`src/rtl/alu_pkg.sv`:
```
// Shared definitions for the ALU issue stage: opcodes, result classes,
// command layout, sequencer states and the opcode classifier.
package alu_pkg;

  // ALU opcodes
  localparam logic [3:0] OP_OR_RED  = 4'b0000;
  localparam logic [3:0] OP_AND_RED = 4'b0001;
  localparam logic [3:0] OP_XOR_RED = 4'b0010;
  localparam logic [3:0] OP_AND     = 4'b0011;
  localparam logic [3:0] OP_OR      = 4'b0100;
  localparam logic [3:0] OP_XOR     = 4'b0101;
  localparam logic [3:0] OP_EQ      = 4'b0110;
  localparam logic [3:0] OP_LT      = 4'b0111;
  localparam logic [3:0] OP_GT      = 4'b1000;
  localparam logic [3:0] OP_PAR     = 4'b1001;
  localparam logic [3:0] OP_ADD     = 4'b1010;
  localparam logic [3:0] OP_SUB     = 4'b1011;
  localparam logic [3:0] OP_MUL     = 4'b1100;
  localparam logic [3:0] OP_DIV     = 4'b1101;
  localparam logic [3:0] OP_SHL     = 4'b1110;
  localparam logic [3:0] OP_NOT     = 4'b1111;

  localparam int CMD_W = 12;

  // Which parts of the raw ALU result carry meaning for an opcode
  typedef enum logic [1:0] {
    SINGLE_BIT = 2'd0,
    X_ONLY     = 2'd1,
    X_CARRY    = 2'd2,
    X_Y        = 2'd3
  } op_class_t;

  typedef enum logic [1:0] {
    IDLE = 2'd0,
    EXEC = 2'd1,
    DONE = 2'd2
  } seq_state_t;

  typedef struct packed {
    logic [3:0] a;
    logic [3:0] b;
    logic [3:0] op;
  } alu_cmd_t;

  // Map an opcode to its result class; unknown codes fall back to the
  // narrowest class so stray result bits are masked off.
  function automatic op_class_t op_class(input logic [3:0] opcode);
    op_class_t cls;
    case (opcode)
      OP_OR_RED, OP_AND_RED, OP_XOR_RED,
      OP_EQ, OP_LT, OP_GT, OP_PAR:          cls = SINGLE_BIT;
      OP_AND, OP_OR, OP_XOR, OP_SUB, OP_NOT: cls = X_ONLY;
      OP_ADD:                               cls = X_CARRY;
      OP_MUL, OP_DIV, OP_SHL:               cls = X_Y;
      default:                              cls = SINGLE_BIT;
    endcase
    return cls;
  endfunction

endpackage

```
`src/rtl/alu_cmd_fifo.sv`:
```
// Command FIFO: DEPTH entries of 12 bits, head visible combinationally,
// occupancy counter with full/empty flags.
module alu_cmd_fifo
  import alu_pkg::*;
#(
  parameter int DEPTH = 4,
  parameter int CW    = $clog2(DEPTH + 1)
) (
  input  logic             clk,
  input  logic             rst,
  input  logic             push,
  input  logic [CMD_W-1:0] push_data,
  input  logic             pop,
  output logic [CMD_W-1:0] head,
  output logic [CW-1:0]    count,
  output logic             full,
  output logic             empty
);

  localparam int AW = (DEPTH > 1) ? $clog2(DEPTH) : 1;

  logic [CMD_W-1:0] mem [DEPTH];
  logic [AW-1:0]    wr_ptr;
  logic [AW-1:0]    rd_ptr;
  logic             push_ok;
  logic             pop_ok;

  assign full    = (count == CW'(DEPTH));
  assign empty   = (count == {CW{1'b0}});
  assign push_ok = push && !full;
  assign pop_ok  = pop && !empty;
  assign head    = mem[rd_ptr];

  // Storage write; contents cleared on reset so the head is never X
  always_ff @(posedge clk or posedge rst) begin
    if (rst) begin
      for (int i = 0; i < DEPTH; i++) begin
        mem[i] <= {CMD_W{1'b0}};
      end
    end else if (push_ok) begin
      mem[wr_ptr] <= push_data;
    end
  end

  // Pointer and occupancy bookkeeping
  always_ff @(posedge clk or posedge rst) begin
    if (rst) begin
      wr_ptr <= {AW{1'b0}};
      rd_ptr <= {AW{1'b0}};
      count  <= {CW{1'b0}};
    end else begin
      if (push_ok) begin
        wr_ptr <= wr_ptr + AW'(1);
      end
      if (pop_ok) begin
        rd_ptr <= rd_ptr + AW'(1);
      end
      case ({push_ok, pop_ok})
        2'b10:   count <= count + CW'(1);
        2'b01:   count <= count - CW'(1);
        default: count <= count;
      endcase
    end
  end

endmodule

```
`src/rtl/alu_op_sequencer.sv`:
```
// Issue stage for the 4-bit ALU: buffers commands, drives one at a time
// onto registered ALU inputs, captures and canonicalises the result and
// hands it downstream over valid/ready.
module alu_op_sequencer
  import alu_pkg::*;
#(
  parameter int DEPTH = 4,
  parameter int CW    = $clog2(DEPTH + 1)
) (
  input  logic          clk,
  input  logic          rst,
  input  logic          in_valid,
  output logic          in_ready,
  input  logic [3:0]    in_a,
  input  logic [3:0]    in_b,
  input  logic [3:0]    in_op,
  output logic [3:0]    alu_a,
  output logic [3:0]    alu_b,
  output logic [3:0]    alu_opcode,
  input  logic [3:0]    alu_x,
  input  logic [3:0]    alu_y,
  output logic          out_valid,
  input  logic          out_ready,
  output logic [3:0]    out_x,
  output logic [3:0]    out_y,
  output logic [3:0]    out_op,
  output logic [CW-1:0] fifo_count,
  output logic          busy
);

  seq_state_t state;
  seq_state_t next_state;

  alu_cmd_t   in_cmd;
  alu_cmd_t   head_cmd;
  logic [CMD_W-1:0] head_bits;
  logic       fifo_full;
  logic       fifo_empty;
  logic       push;
  logic       pop;
  logic       capture;
  logic       clr_valid;
  logic [3:0] canon_x;
  logic [3:0] canon_y;

  assign in_cmd   = '{a: in_a, b: in_b, op: in_op};
  assign head_cmd = alu_cmd_t'(head_bits);
  // Acceptance looks only at occupancy, never at a same-cycle pop
  assign in_ready = (fifo_count < CW'(DEPTH));
  assign push     = in_valid && in_ready;
  assign busy     = (state != IDLE) || !fifo_empty;

  alu_cmd_fifo #(
    .DEPTH (DEPTH),
    .CW    (CW)
  ) u_fifo (
    .clk       (clk),
    .rst       (rst),
    .push      (push),
    .push_data (in_cmd),
    .pop       (pop),
    .head      (head_bits),
    .count     (fifo_count),
    .full      (fifo_full),
    .empty     (fifo_empty)
  );

  // Sequencer state register
  always_ff @(posedge clk or posedge rst) begin
    if (rst) begin
      state <= IDLE;
    end else begin
      state <= next_state;
    end
  end

  // Next-state and control decode
  always_comb begin
    next_state = state;
    pop        = 1'b0;
    capture    = 1'b0;
    clr_valid  = 1'b0;
    case (state)
      IDLE: begin
        if (!fifo_empty) begin
          pop        = 1'b1;
          next_state = EXEC;
        end else begin
          next_state = IDLE;
        end
      end
      EXEC: begin
        capture    = 1'b1;
        next_state = DONE;
      end
      DONE: begin
        if (out_ready) begin
          clr_valid = 1'b1;
          if (!fifo_empty) begin
            pop        = 1'b1;
            next_state = EXEC;
          end else begin
            next_state = IDLE;
          end
        end else begin
          next_state = DONE;
        end
      end
      default: begin
        next_state = IDLE;
      end
    endcase
  end

  // Keep only the result bits that are meaningful for the executing opcode
  always_comb begin
    canon_x = 4'b0000;
    canon_y = 4'b0000;
    case (op_class(alu_opcode))
      SINGLE_BIT: begin
        canon_x = {3'b000, alu_x[0]};
        canon_y = 4'b0000;
      end
      X_ONLY: begin
        canon_x = alu_x;
        canon_y = 4'b0000;
      end
      X_CARRY: begin
        canon_x = alu_x;
        canon_y = {3'b000, alu_y[0]};
      end
      X_Y: begin
        canon_x = alu_x;
        canon_y = alu_y;
      end
      default: begin
        canon_x = 4'b0000;
        canon_y = 4'b0000;
      end
    endcase
  end

  // ALU operand registers: loaded on pop, otherwise held
  always_ff @(posedge clk or posedge rst) begin
    if (rst) begin
      alu_a      <= 4'b0000;
      alu_b      <= 4'b0000;
      alu_opcode <= 4'b0000;
    end else if (pop) begin
      alu_a      <= head_cmd.a;
      alu_b      <= head_cmd.b;
      alu_opcode <= head_cmd.op;
    end
  end

  // Result registers and downstream valid
  always_ff @(posedge clk or posedge rst) begin
    if (rst) begin
      out_x     <= 4'b0000;
      out_y     <= 4'b0000;
      out_op    <= 4'b0000;
      out_valid <= 1'b0;
    end else if (capture) begin
      out_x     <= canon_x;
      out_y     <= canon_y;
      out_op    <= alu_opcode;
      out_valid <= 1'b1;
    end else if (clr_valid) begin
      out_valid <= 1'b0;
    end
  end

endmodule

```
`config.mk`:
```
export PLATFORM = sky130hd
export DESIGN_NAME = alu_op_sequencer
export DESIGN_NICKNAME = d
export VERILOG_FILES = /design/src/rtl/alu_pkg.sv /design/src/rtl/alu_cmd_fifo.sv /design/src/rtl/alu_op_sequencer.sv
export SDC_FILE = /design/constraint.sdc
export NUM_CORES = 1
export LEC_CHECK = 0
export ABC_AREA = 1
export CAP_MARGIN = 40
export CORE_MARGIN = 10
export CORE_UTILIZATION = 40
export CTS_CLUSTER_DIAMETER = 120
export DETAILED_ROUTE_END_ITERATION = 12
export PLACE_DENSITY_LB_ADDON = 0.05
export SLEW_MARGIN = 20
export SYNTH_ARGS = -nofsm -noshare
export SYNTH_HDL_FRONTEND = slang
export SYNTH_SLANG_ARGS = --single-unit
export TNS_END_PERCENT = 100
```
`constraint.sdc`:
```
create_clock -name clk -period 6.2 [get_ports clk]
set_clock_uncertainty 0.2 [all_clocks]
set_input_delay 1.55 -clock clk [delete_from_list [all_inputs] [get_ports clk]]
set_output_delay 1.55 -clock clk [all_outputs]
set_load 0.01 [all_outputs]
```
# After elaboration in Yosys (flattened, before gate mapping)

Memories as Yosys holds them, arrays and structs flattened.
Index checks and enable logic that the tools add are counted.

Flip-flop bits (word level): 82
Latch bits: 0
Bits in writable memories: 0
Bits in read-only memories: 32
Logic and storage cells: 69
Memories kept: 1

Add/subtract/negate cells: 4
Multipliers: 0
Divide/modulo/power cells: 0
Order comparisons: 4
Eq/ne operators: 8
Shifts and indexed selects: 0
Multiplexer cells: 20
Bitwise logic cells: 2
Reduce and logical (&&, ||, !) cells: 15

Memory list:

| name             | depth | bits a word | read ports | clocked after memory_dff | wr ports | line          | text |
|---|---|---|---|---|---|---|---|
| (name not given) | 16    | 2           | 1          | 0                        | 0        | alu_pkg.sv:49 | `case (opcode)` |

Operators by type and width:

| kind                                                                         | number |
|---|---|
| 48-bit bitwise mux                                                           | 1 |
| 12-bit two-way mux                                                           | 3 |
| 12-bit binary-select mux with 2-bit select                                   | 1 |
| 12-bit demux with 2-bit select                                               | 1 |
| 4-bit case mux with 3 select lines                                           | 1 |
| 2-bit == test, second input constant                                         | 4 |
| 1-bit two-way mux                                                            | 8 |
| 4-bit case mux with 2 select lines                                           | 1 |
| 2-bit by 1-bit == test with 1-bit output, second input constant              | 3 |
| 3-bit greater-or-equal comparator, second input constant                     | 2 |
| 2-bit NOT with 3-bit output                                                  | 2 |
| 2-bit case mux with 3 select lines                                           | 1 |
| 3-bit case mux with 2 select lines                                           | 1 |
| 2-bit nonzero test                                                           | 3 |
| 2-bit by 1-bit adder with 2-bit output, second input constant                | 2 |
| 1-bit logical AND                                                            | 4 |
| 2-bit zero test                                                              | 2 |
| 3-bit by 1-bit adder with 3-bit output, second input constant                | 1 |
| 3-bit == test, second input constant                                         | 1 |
| 3-bit zero test                                                              | 1 |
| 3-bit by 1-bit less-than comparator with 1-bit output, second input constant | 1 |
| 3-bit less-than comparator, second input constant                            | 1 |
| 3-bit OR reduction                                                           | 1 |
| 3-bit by 1-bit subtractor with 3-bit output, second input constant           | 1 |
| 5 further kinds                                                              | 6 |

# Logic depth before layout (Yosys ltp)

Gate-level depths: netlist of the first run.

Depth after elaboration: 7
Depth in mapped cells: 12

# Hierarchy

A second synthesis of the first run with hierarchy kept.

Cells, all modules: 491
Area, all modules: 4,061.4 um2

By module, submodules not included:

| module           | times used | cells each | area each (um2) | sequential area each (um2) |
|---|---|---|---|---|
| alu_cmd_fifo     | 1          | 351        | 2,929.1         | 1,376.3 |
| alu_op_sequencer | 1          | 140        | 1,132.3         | 675.6 |

# Least setup slack after synthesis of the first run

OpenSTA, ideal clock, no wires.

Path type: input to register
From: input out_ready
To: register u_fifo.count[2]
Library setup time: 125 ps
Data arrival time: 2,754 ps
Required time: 5,875 ps
Path slack: 3,122 ps
Stages: 9
Buffers on the path: 1
Path through: o21ai_4 -> nor2_4 -> buf_6 -> ha_1 -> inv_1 -> fa_1 -> nand2_1 -> nand3_1 -> xor2_1

Word-level cells in the longest chain between the ends: 5

Ends and longest elaborated chain:

| item                                                                      | line                   | text |
|---|---|---|
| start: declaration                                                        | alu_op_sequencer.sv:23 | `input logic out_ready,` |
| 1-bit two-way mux *                                                       | alu_op_sequencer.sv:97 | `if (out_ready) begin` |
| 1-bit case mux with 2 select lines *                                      | alu_op_sequencer.sv:83 | `case (state)` |
| 1-bit logical AND *                                                       | alu_cmd_fifo.sv:31     | `assign pop_ok = pop && !empty;` |
| net u_fifo.pop_ok                                                         | alu_cmd_fifo.sv:26     | `logic pop_ok;` |
| 2-bit by 1-bit == test with 1-bit output or 2-bit == test (tied branches) | alu_cmd_fifo.sv:58     | `case ({push_ok, pop_ok})` |
| 3-bit case mux with 2 select lines or 2-bit nonzero test (tied branches)  | --                     |  |
| end signal: assignment                                                    | alu_cmd_fifo.sv:59     | `2'b10: count <= count + CW'(1);` |
| end signal: assignment                                                    | alu_cmd_fifo.sv:60     | `2'b01: count <= count - CW'(1);` |
| end signal: assignment                                                    | alu_cmd_fifo.sv:61     | `default: count <= count;` |
| end: declaration                                                          | alu_cmd_fifo.sv:15     | `output logic [CW-1:0] count,` |

The timed path passes the listed nets; every way through them passes the cells marked *.
A chain may end at the register's enable or synchronous reset.

# Final worst setup path of the first run

From: input out_ready
To: register u_fifo.count[2]

Word-level cells in the longest chain between the ends: 5

Ends and longest elaborated chain:

| item                                                                      | line |
|---|---|
| 1-bit two-way mux *                                                       | alu_op_sequencer.sv:97 |
| 1-bit case mux with 2 select lines *                                      | alu_op_sequencer.sv:83 |
| 1-bit logical AND *                                                       | alu_cmd_fifo.sv:31 |
| 2-bit by 1-bit == test with 1-bit output or 2-bit == test (tied branches) | alu_cmd_fifo.sv:58 |
| 3-bit case mux with 2 select lines or 2-bit nonzero test (tied branches)  | -- |

Every way passes the cells marked *; elsewhere a longest branch is shown, timed or not.

==> results.toml, run 1 <==
[clocking]
cts_setup_buffers = 0
clk_pin_slew_ps = 80
cts_tree = "yes"
cts-hold-fix-buffers = 0
cts_buffers = 9
cts_sinks = 82
cts_resized = 0
cts_max_level = 3
root_buffer = "clkbuf_8"
insertion_delay_ps = 350
clk_path_buf_depth = 2

[finish]
fillers = 1021
drive_above_1_share_pct = 11.75
antenna_cells = 0
postLayoutCoreUtil_pct = 48.93
num-nets-final = 561
area_growth_pct = 18.89

[floorplanning]
start_util_pct = 41.16
core_area_um2 = 9819
die_area_um2 = 14520
ios = 54
rows = 36
die-height_um = 120.5
die_w_um = 120.5

[power_and_ir_drop]
swShare_pct = 40.88
p_seq_share_pct = 38.3
ir_drop_v = 0.0001556
comb_power_share_pct = 45.8
p_int_mw = 1.451
power_frac_clock_pct = 16.0
power-per-cell-area_nw_per_um2 = 510.7
p_leak_nw = 2.529
p_switching_mw = 1.003

[sta]
hold_viol_final = 0
hold-worst-slack_ps = 281.5
min_period_ps = 3501
fin_tns_setup_ps = 0
min_period_over_period_pct = 56.47
relSlewSlack_pct = 59.01
finalSetupViolations = 0
fmax_mhz = 285.6
tightest_slew_ps = 614.8
slew_viol_final = 0
rsz0062_at_grt = "false"

[drt]
routedWlPerCell_um = 12.97
drt-met1-wl_mm = 4.325
drt_iter0_markers = 173
vias = 2946
vias_per_cell = 4.404
dr.pass1.iters = 4
met3_length_um = 463
detail-route-antenna-nets = 0
drc_errors = 0
top_layer_used = "met4"
dr_wl_met2_mm = 3.839
wirelength_mm = 8.680

[outcome]
status = "complete, no violations"

[synth]
yosysUniqueCellTypes = 24
syn-cell-area_um2 = 4041
synthTopCellsByArea = "dfrtp_1 51%, nand2_1 17%, inv_1 7.0%"
syn_nets = 513
syn_area_per_cell_um2 = 8.367
synth-seq-cells = 82
yosysTopAreaCellShare_pct = 50.77
yosysSeqAreaShare_pct = 50.77
synthCells = 483
yosys_warnings = 0
yosysTopAreaCell = "dfrtp_1"

[flow_run]
cap_violations = 0

[min_path]
holdCritPathClass = "flop to flop"
hp-start = "out_x[3]$_DFFE_PP0P_"
min_to = "out_x[3]$_DFFE_PP0P_"
whs_path_depth = 2

[global_route]
grt_pass1_wl_mm = 15.10
grt_pass1_vias = 3039
grt_max_degree = 33
antenna_found_initial = 0
grt-ovfl-total = 0
grtUsageTotal_pct = 12.57

[critical_path]
r2r_setup_slack_ps = 3960
startpoint_type = "input port"
cp.required_ps = 6230
critPathKind = "input port to flop"
critPathArrivalTime_ps = 3530
end_kind = "flop"
crit_fanout = 15
regToRegEndpoint = "u_fifo.count[2]$_DFFE_PP0P_"
r2r_start = "u_fifo.count[0]$_DFFE_PP0P_"
reg2reg_depth = 10

[place]
io_buffers = 53
dp_hpwl_mm = 5.952
gp_congestion = 0.7706
kinds of logic (layout without fill, tap and decap cells):
| group | Yosys count | count (layout) | share of synthesized area [%] |
|---|---|---|---|
| AOI/OAI and AO/OA | 57 | 57 | 9.845 |
| xor gates and xnor gates | 4 | 4 | 0.8670 |
| adders and majority gates | 6 | 6 | 2.043 |
| buffers and inverters | 102 | 155 | 12.57 |
| DFF | 82 | 82 | 50.77 |
| and+or+nand+nor | 232 | 232 | 23.90 |
power groups by stage:
stage / registers (mW) / clock network (mW) / logic, mW
floorplan: 0.936 / 0 / 0.825
global placement: 0.963 / 0 / 1.08
detailed placement: 0.951 / 0 / 1.14
CTS: 0.942 / 0.406 / 1.14
global route: 0.979 / 0.425 / 1.30
finish: 0.939 / 0.391 / 1.12
final cells by class:
class,instances,area [um2],share of cell area (%)
inverter,83,322.8,6.719
sequential,82,2052,42.71
timing repair buffer,56,585.6,12.19
multi-input combinational,299,1481,30.83
clock buffer,12,145.1,3.021
clock inverter,4,51.30,1.068
tap,133,166.4,3.464
per-stage QoR:
step | total power [mW] | instance area, um2 | setup WS [ps] | cells
after floorplan | 1.761 | 4041 | 2342 | 483
after global placement | 2.045 | 4561 | 2400 | 651
after detailed placement | 2.090 | 4608 | 2329 | 653
after CTS | 2.493 | 4805 | 2694 | 669
after global routing | 2.705 | 4805 | 2543 | 669
final | 2.454 | 4805 | 2699 | 669
sequential cells by signal, indices dropped and copies added, names as in the netlist:
name           cells
out_y              4
alu_opcode         4
out_x              4
alu_b              4
state              2
out_valid          1
u_fifo.wr_ptr      2
out_op             4
u_fifo.rd_ptr      2
u_fifo.mem        48
u_fifo.count       3
alu_a              4
metal layers:
| metal | global-route usage [%] | vias up |
|---|---|---|
| li1 | - | 1548 |
| met1 | 17.20 | 1337 |
| met2 | 19.43 | 57 |
| met3 | 2.606 | 4 |
| met4 | 4.072 | 0 |
| met5 | 0 | - |
worst max-delay path, cell delays in order:
cell             delay, ps
clkdlybuf4s50_1        560
o21ai_4                100
nor2_4                 300
ha_1                   230
inv_1                   60
fa_1                   380
nand2_1                 80
nand3_1                110
xor2_1                 160
layout by cell type, fill, tap and decap left out, drive strengths merged:
| master | instances |
|---|---|
| a21oi | 1 |
| buf | 3 |
| bufinv | 1 |
| clkbuf | 12 |
| clkdlybuf4s50 | 53 |
| clkinv | 3 |
| clkinvlp | 1 |
| dfrtp | 82 |
| fa | 1 |
| ha | 5 |
| inv | 82 |
| nand2 | 194 |
| nand3 | 32 |
| nor2 | 6 |
| o21ai | 56 |
| xnor2 | 1 |
| xor2 | 3 |
cell usage after synthesis:
cell type  count
a21oi_2        1
nand2_2        2
nor2_4         1
nand2_1      187
dfrtp_1       82
xnor2_1        1
fa_1           1
o21ai_1       22
inv_2          6
buf_6         13
inv_1         75
nand3_2        1
nor2_1         5
o21ai_4        1
inv_8          1
o21ai_0        7
xor2_1         3
ha_1           5
o21ai_2       26
nand3_1       31
buf_2          2
nand2_4        5
buf_4          4
inv_4          1
worst max path at each step:
| stage | cells after the start | end | slack, ps | startpoint |
|---|---|---|---|---|
| 4_1_cts | 9 | u_fifo.count[2]$_DFFE_PP0P_ | 2690 | out_ready |
| 5_1_grt | 10 | u_fifo.count[2]$_DFFE_PP0P_ | 2540 | out_ready |
| 3_5_place_dp | 9 | u_fifo.count[2]$_DFFE_PP0P_ | 2330 | out_ready |
| 2_1_floorplan | 1 | alu_a[0]$_DFFE_PP0N_ | 2340 | rst |
| 3_3_place_gp | 9 | u_fifo.count[2]$_DFFE_PP0P_ | 2400 | out_ready |
| 6_report | 9 | u_fifo.count[2]$_DFFE_PP0P_ | 2700 | out_ready |
No activity file was read; power rests on OpenSTA's default activity.
==> run 2: changes to the inputs <==
==> constraint.sdc (replaced) <==
create_clock -name clk -period 3.5 [get_ports clk]
set_clock_uncertainty 0.2 [all_clocks]
set_input_delay 0.875 -clock clk [delete_from_list [all_inputs] [get_ports clk]]
set_output_delay 0.875 -clock clk [all_outputs]
set_load 0.01 [all_outputs]
==> results.toml, run 2 (synthesis gave the netlist of run 1 again) <==
[outcome]
status = "complete, no violations"

[drt]
drc_errors = 0
wirelength_mm = 8.664
vias = 2999
dr.pass1.iters = 4
detail-route-antenna-nets = 0
vias_per_cell = 4.476
drt_iter0_markers = 194
routedWlPerCell_um = 12.93

[finish]
num-nets-final = 562
top_register = "u_fifo.mem"
largest_register_ffs = 48
antenna_cells = 0
fillers = 1018
layout_commonest_cell = "nand2_1"
drive_above_1_share_pct = 11.92
final_cell_mix = "187 x nand2_1, 82 x dfrtp_1, 74 x inv_1"
area_growth_pct = 18.92
fin_area_um2 = 4806

[sta]
rsz0062_at_grt = "false"
hold_viol_final = 0
relSlewSlack_pct = 53.17
tightest_slew_ps = 702.5
hold-worst-slack_ps = 281.7
fmax_mhz = 369.6
min_period_over_period_pct = 77.31
min_period_ps = 2706
finalSetupViolations = 0
slew_viol_final = 0
fin_tns_setup_ps = 0

[min_path]
hp-start = "out_y[3]$_DFFE_PP0P_"
min_to = "out_y[3]$_DFFE_PP0P_"
whs_path_depth = 2
holdCritPathClass = "flop to flop"

[floorplanning]
die_w_um = 120.5
core_area_um2 = 9819
start_util_pct = 41.16
ios = 54
rows = 36
die-height_um = 120.5
die_area_um2 = 14520

[power_and_ir_drop]
ir_drop_v = 0.0002952
p_seq_share_pct = 38.3
swShare_pct = 40.36
power_frac_clock_pct = 17.0
comb_power_share_pct = 44.7
p_leak_nw = 2.537
p_int_mw = 2.607
power-per-cell-area_nw_per_um2 = 909.7
p_switching_mw = 1.765

[global_route]
met3_usage_pct = 2.606
grt-ovfl-total = 0
grt_pass1_vias = 3005
antenna_found_initial = 0
grt_use_met1_pct = 16.66
busiest_layer = "met2"
grt_pass1_wl_mm = 14.92
grt.met2_usage_pct = 19.63
grtUsageTotal_pct = 12.44
grt_max_degree = 36

[critical_path]
cp.required_ps = 2420
reg2reg_depth = 10
critPathArrivalTime_ps = 1630
end_kind = "output port"
startpoint_type = "flop"
critPathKind = "flop to output port"
critPathBufInv = 3
cp_slowest_cell = "clkdlybuf4s50_1"
crit_fanout = 3
r2r_start = "u_fifo.count[0]$_DFFE_PP0P_"
cp_cell_sequence = "inv_1 > nand3_2 > inv_2 > nand3_1 > clkdlybuf4s50_1"
max_stage_delay_ps = 490
r2r_setup_slack_ps = 1550
regToRegEndpoint = "u_fifo.count[2]$_DFFE_PP0P_"
critPathTopFamily = "buffers and inverters"

[clocking]
insertion_delay_ps = 350
clk_path_buf_depth = 2
cts-hold-fix-buffers = 0
root_buffer = "clkbuf_8"
cts_setup_buffers = 0
cts_max_level = 3
cts_resized = 0
clk_pin_slew_ps = 90
cts_sinks = 82
cts_buffers = 9
cts_tree = "yes"

[place]
placed_area_um2 = 4596
io_buffers = 53
dp_hpwl_mm = 5.923
gp_congestion = 0.7578

[flow_run]
cap_violations = 0
## run 2: worst max path at each step
| stage | slack (ps) | to | cells after the start | start |
|---|---|---|---|---|
| after global routing | 700 | busy | 5 | u_fifo.count[1]$_DFFE_PP0P_ |
| final | 790 | busy | 5 | u_fifo.count[1]$_DFFE_PP0P_ |
| after CTS | 750 | busy | 5 | u_fifo.count[1]$_DFFE_PP0P_ |
| after floorplan | 320 | alu_a[0]$_DFFE_PP0N_ | 1 | rst |
| after global placement | 630 | u_fifo.count[2]$_DFFE_PP0P_ | 9 | out_ready |
| after detailed placement | 580 | u_fifo.count[2]$_DFFE_PP0P_ | 9 | out_ready |
## run 2: layout make-up
cell class                      instances  area (um2)  share of cell area, %
Timing Repair Buffer                   57       573.1                  11.92
Clock inverter                          5       78.83                  1.640
Tap cell                              133       166.4                  3.463
Multi-Input combinational cell        299        1481                  30.83
Sequential cell                        82        2052                  42.70
Clock buffer                           11       131.4                  2.734
Inverter                               83       322.8                  6.717
## run 2: layer usage
metal  wire length [um]  up-vias
met1               4365     1377
met3                337        8
met2               3868       54
met5                  0        -
met4                 93        0
li1                   -     1560
## run 2: worst reg2reg max path, stage by stage, from the launching register on
cell and delay (ps):
dfrtp_1 410, inv_2 70, nand3_2 90, inv_2 60, nor2_4 90, ha_1 170
inv_1 60, fa_1 370, nand2_1 80, nand3_1 100, xor2_1 150
## run 2: per-stage QoR
stage	cells	setup WS [ps]	total power, mW	util [%]
floorplan	483	316.6	3.119	-
global placement	654	628.1	3.643	46.80
detailed placement	654	578.7	3.686	46.80
CTS	670	755.0	4.445	48.94
global route	670	703.7	4.812	48.94
finish	670	794.2	4.372	48.94
## run 2: power groups by stage
stage	sequential (mW)	clock (mW)	combinational, mW
2_1_floorplan	1.66	0	1.46
3_3_place_gp	1.69	0	1.95
3_5_place_dp	1.70	0	1.99
4_1_cts	1.68	0.764	2.00
5_1_grt	1.74	0.796	2.27
6_report	1.67	0.744	1.95
